[config.mk]
export PLATFORM = sky130hd
export DESIGN_NAME = cpu_datapath
export DESIGN_NICKNAME = d
export VERILOG_FILES = /design/src/rtl/cpu_datapath.sv
export SDC_FILE = /design/constraint.sdc
export NUM_CORES = 2
export LEC_CHECK = 0
export BUFFER_PORTS_ARGS = -buffer_cell sky130_fd_sc_hd__buf_2
export CORE_AREA = 2 2 220 222
export DETAILED_ROUTE_END_ITERATION = 16
export DIE_AREA = 0 0 222 224
export GPL_TIMING_DRIVEN = 0
export PLACE_DENSITY_LB_ADDON = 0.25
export SLEW_MARGIN = 5
export SYNTH_ARGS = -nofsm -noshare
export SYNTH_HDL_FRONTEND = slang
export SYNTH_SLANG_ARGS = --single-unit
[constraint.sdc]
create_clock -name clk -period 52.6 [get_ports clk]
set_input_delay 5.26 -clock clk [delete_from_list [all_inputs] [get_ports clk]]
set_output_delay 5.26 -clock clk [all_outputs]
set_load 0.02 [all_outputs]
[src/rtl/cpu_datapath.sv]
// Execution datapath of the 16-bit processor: register file, PC, IR, ALU and
// the memory-address / write-back muxes steered by the control unit's control word.
module cpu_datapath #(
  parameter int unsigned DATA_W   = 16,
  parameter int unsigned AW       = 16,
  parameter logic [AW-1:0] PC_RESET = '0
) (
  input  logic              clk,
  input  logic              rst,
  input  logic [2:0]        write_add,
  input  logic [2:0]        fir_add,
  input  logic [2:0]        sec_add,
  input  logic              add_sel,
  input  logic              mux_sel,
  input  logic              pc_id,
  input  logic              pc_inc,
  input  logic              pc_sel,
  input  logic              ir_id,
  input  logic              mem_wr,
  input  logic              reg_wr,
  input  logic [3:0]        opcode,
  output logic [DATA_W-1:0] IR,
  output logic              N,
  output logic              Z,
  output logic              C,
  output logic [AW-1:0]     mem_addr,
  output logic [DATA_W-1:0] mem_wdata,
  output logic              mem_we,
  input  logic [DATA_W-1:0] mem_rdata,
  input  logic [2:0]        dbg_sel,
  output logic [DATA_W-1:0] dbg_data
);

  localparam int unsigned NREG = 8;
  localparam int unsigned XW   = DATA_W + 1;
  localparam int unsigned MW   = 2 * DATA_W;

  localparam logic [3:0] OP_ADD = 4'd0;
  localparam logic [3:0] OP_SUB = 4'd1;
  localparam logic [3:0] OP_MUL = 4'd2;
  localparam logic [3:0] OP_DIV = 4'd3;
  localparam logic [3:0] OP_INC = 4'd4;
  localparam logic [3:0] OP_DEC = 4'd5;
  localparam logic [3:0] OP_AND = 4'd6;
  localparam logic [3:0] OP_OR  = 4'd7;
  localparam logic [3:0] OP_XOR = 4'd8;
  localparam logic [3:0] OP_NOT = 4'd9;

  logic [DATA_W-1:0] rf_q [NREG];
  logic [DATA_W-1:0] rf_d [NREG];
  logic [AW-1:0]     pc_q, pc_d;
  logic [DATA_W-1:0] ir_q, ir_d;

  logic [DATA_W-1:0] a, b, alu_res, wb_data;
  logic              alu_c;
  logic [XW-1:0]     ext_sum;
  logic [MW-1:0]     mul_full;

  assign a         = rf_q[fir_add];
  assign b         = rf_q[sec_add];
  assign mem_addr  = add_sel ? AW'(a) : pc_q;
  assign mem_wdata = b;
  assign mem_we    = mem_wr;
  assign dbg_data  = rf_q[dbg_sel];
  assign IR        = ir_q;
  assign mul_full  = MW'(a) * MW'(b);

  // ALU: one extra sum bit carries the carry-out, or the borrow for subtraction
  always_comb begin
    alu_res = a;
    alu_c   = 1'b0;
    ext_sum = '0;
    case (opcode)
      OP_ADD: begin
        ext_sum = XW'(a) + XW'(b);
        alu_res = ext_sum[DATA_W-1:0];
        alu_c   = ext_sum[DATA_W];
      end
      OP_SUB: begin
        ext_sum = XW'(a) - XW'(b);
        alu_res = ext_sum[DATA_W-1:0];
        alu_c   = ext_sum[DATA_W];
      end
      OP_MUL: begin
        alu_res = mul_full[DATA_W-1:0];
        alu_c   = |mul_full[MW-1:DATA_W];
      end
      OP_DIV: begin
        if (b == '0) begin
          alu_res = '1;
          alu_c   = 1'b1;
        end else begin
          alu_res = a / b;
        end
      end
      OP_INC: begin
        ext_sum = XW'(a) + XW'(1);
        alu_res = ext_sum[DATA_W-1:0];
        alu_c   = ext_sum[DATA_W];
      end
      OP_DEC: begin
        ext_sum = XW'(a) - XW'(1);
        alu_res = ext_sum[DATA_W-1:0];
        alu_c   = ext_sum[DATA_W];
      end
      OP_AND:  alu_res = a & b;
      OP_OR:   alu_res = a | b;
      OP_XOR:  alu_res = a ^ b;
      OP_NOT:  alu_res = ~a;
      default: alu_res = a;
    endcase
  end

  assign N = alu_res[DATA_W-1];
  assign Z = (alu_res == '0);
  assign C = alu_c;

  // Next state of register file, PC and IR; reset overrides every enable
  always_comb begin
    wb_data = mux_sel ? mem_rdata : alu_res;
    rf_d    = rf_q;
    pc_d    = pc_q;
    ir_d    = ir_q;
    if (reg_wr) rf_d[write_add] = wb_data;
    if (pc_id) begin
      pc_d = pc_sel ? AW'(b) : pc_q + AW'(1);
    end else if (pc_inc) begin
      pc_d = pc_q + AW'(1);
    end
    if (ir_id) ir_d = mem_rdata;
    if (rst) begin
      for (int i = 0; i < NREG; i++) rf_d[i] = '0;
      pc_d = PC_RESET;
      ir_d = '0;
    end
  end

  always_ff @(posedge clk) begin
    rf_q <= rf_d;
    pc_q <= pc_d;
    ir_q <= ir_d;
  end

endmodule

==> results.sh <==
export IMPL_synth_area_top_cells="fa_1 14%, ha_1 13%, dfxtp_1 11%"
export IMPL_yosys_warnings=0
export IMPL_rsz0062_at_grt="false"
export IMPL_synth_top_area_share_pct=13.9
export IMPL_grt_max_degree=26
export IMPL_nets=4156
export IMPL_core_um2=47300
export IMPL_root_buffer="clkbuf_16"
export IMPL_clock_latency_ns=0.45
export IMPL_critPathMaxStageDelay_ns=0.77
export IMPL_cp_data_arrival_time_ns=43.86
export IMPL_r2r_cells=129
export IMPL_hold_path_class="reg2reg"
export IMPL_crit_fanout=20
export IMPL_clock_path_buffers=2
export IMPL_yosysMostFrequentCell="nor2_1"
export IMPL_drt_iter0_drc=3512
export IMPL_via_count=29000
export IMPL_track_usage_pct=43.1
export IMPL_drtAntennaViolNets=0
export IMPL_route_met3_wl_um=14100
export IMPL_synth_ff_type="dfxtp_1"
export IMPL_yosysTopAreaCell="fa_1"
export IMPL_cp_end_kind="output pin"
export IMPL_slew_headroom_pct=3.59
export IMPL_hold_slack_ns=0.499
export IMPL_hold_viol=0
export IMPL_synthTopCellsByCount="548 x nor2_1, 326 x inv_1, 296 x ha_1"
export IMPL_fin_crit_sh_pct=93.4
export IMPL_n_fill_cell=4252
export IMPL_grt_overflow=0
export IMPL_slowest_stage="buf_1"
export IMPL_start_util_pct=59.6
export IMPL_synth_edff_count=0
export IMPL_yosys_register_bits=160
export IMPL_min_path_cells=2
export IMPL_drv_slew=0
export IMPL_cts_clk_slew_worst_paths_ns=0.07
export IMPL_finalCriticalPeriod_ns=49.12
export IMPL_area_growth_syn_to_layout_pct=7.48
export IMPL_crit_required_ns=47.34
export IMPL_port_buffers=98
export IMPL_async_flop_share_pct=0
export IMPL_fmax_mhz=20.4
export IMPL_grt_pass1_wl_um=164000
export IMPL_cts_resized=0
export IMPL_wirelength_met1_um=40300
export IMPL_ctsHtreeMaxLevel=4
export IMPL_tightest_slew_ns=1.42
export IMPL_worstSetupStartpointType="primary input"
export IMPL_grt_pass1_vias=27700
export IMPL_die_h_um=224
export IMPL_cts_hold_buffers=0
export IMPL_ys_seq_area_share_pct=11.4
export IMPL_wl_met2_um=46200
export IMPL_dpl_cell_area_um2=29700
export IMPL_topRoutingLayerUsed="met5"
export IMPL_drive_gt1_share_pct=10.5
export IMPL_io_pins=110
export IMPL_tns_ns=0
export IMPL_yosysUniqueCellTypes=91
export IMPL_drc=0
export IMPL_finalSetupViolations=0
export IMPL_avgSynthCellArea_um2=8.07
export IMPL_gp_congestion=1.01
export IMPL_drt_pass1_iterations=7
export IMPL_cts_buffers=17
export IMPL_max_cap_viol_count=0
export IMPL_design_area_um2=30300
export IMPL_synth_area_um2=28200
export IMPL_hpwl_um=83700
export IMPL_fp_dieArea_um2=49700
export IMPL_clock_sinks=160
export IMPL_status="completed"
export IMPL_wl_per_cell_um=25.5
export IMPL_wl_um=108000
export IMPL_rows=80
export IMPL_cp_common_cell="a21oi_1"
export IMPL_postCtsSetupBuffers=0
export IMPL_cts_tree="done"
export IMPL_via_per_inst=6.82
export IMPL_antenna_found_initial=4
export IMPL_crit_type="in2out"
export IMPL_synth_fp_nets=4031
export IMPL_synth_cells=3497
export IMPL_die_w_um=222
export IMPL_fin_skew_ns=0.0203
state kept, by name, summed over array words and instances (netlist names):
| register | flops |
|---|---|
| rf_q | 128 |
| IR | 16 |
| pc_q | 16 |
final timing paths:
kind | endpoint | slack (ns) | from
worst max-delay path | Z | 3.48 | sec_add[1]
worst min-delay path | IR[10] | 0.50 | IR[10]
worst max register to register | rf_q[0] | 14.36 | rf_q[12]
worst min register to register | IR[10] | 0.50 | IR[10]
cells in the final DEF (no fill, tap or decap), types with 81 or more instances in the layout:
master,netlist,routed
a211oi_1,146,146
a21oi_1,178,178
buf_2,15,113
clkbuf_1,145,139
dfxtp_1,160,160
fa_1,196,196
ha_1,296,296
inv_1,326,326
mux2i_1,88,81
mux4_2,95,95
nand2_1,252,252
nor2_1,548,548
o21ai_0,121,121
layout make-up:
class | count | area (um^2) | share of cell area (%)
multi-input combinational | 2805 | 23000 | 75.9
sequential | 160 | 3200 | 10.6
inverter | 345 | 1290 | 4.27
buffer | 187 | 769 | 2.54
tap | 615 | 769 | 2.54
timing repair buffer | 106 | 654 | 2.16
clock buffer | 17 | 425 | 1.40
clock inverter | 15 | 180 | 0.594
antenna | 3 | 7.51 | 0.0248
cells by family (layout without fill, tap and decap cells):
logic type	count (synthesis)	count (layout)	synth area share (%)
compound gates	795	795	19.2
flops	160	160	11.4
buf+inv	532	670	7.29
simple gates	1172	1172	18.6
fa+ha+maj	492	492	27.0
other cells	0	3	0
mux	245	245	13.4
xor+xnor	101	101	3.13
stage by stage:
stage                     setup slack, ns  utilization [%]  instances
final                                3.48             64.1       4253
after floorplan                     12.58                -       3497
after global placement               4.67             62.3       4210
after global routing                 1.09             64.0       4250
after detailed placement             4.67             62.8       4218
after CTS                            4.44             64.0       4250
metal layers:
metal / up-vias / GRT usage, %
met5: - / 0
met4: 8 / 25.1
met3: 479 / 10.8
met2: 2096 / 66.4
met1: 13700 / 55.2
li1: 12700 / -
critical path, delay by kind of cell:
family                   cells  cell delay (ns)
multiplexers                 5             2.02
buffers and inverters       19             7.11
AND/OR/NAND/NOR             31             6.72
adder cells (fa/ha/maj)     16             5.47
AO/OA/AOI/OAI               64            17.15
Power is left out: the tool's default activity adds up to more than one toggle a clock period on the data nets, which glitch-free logic cannot reach.
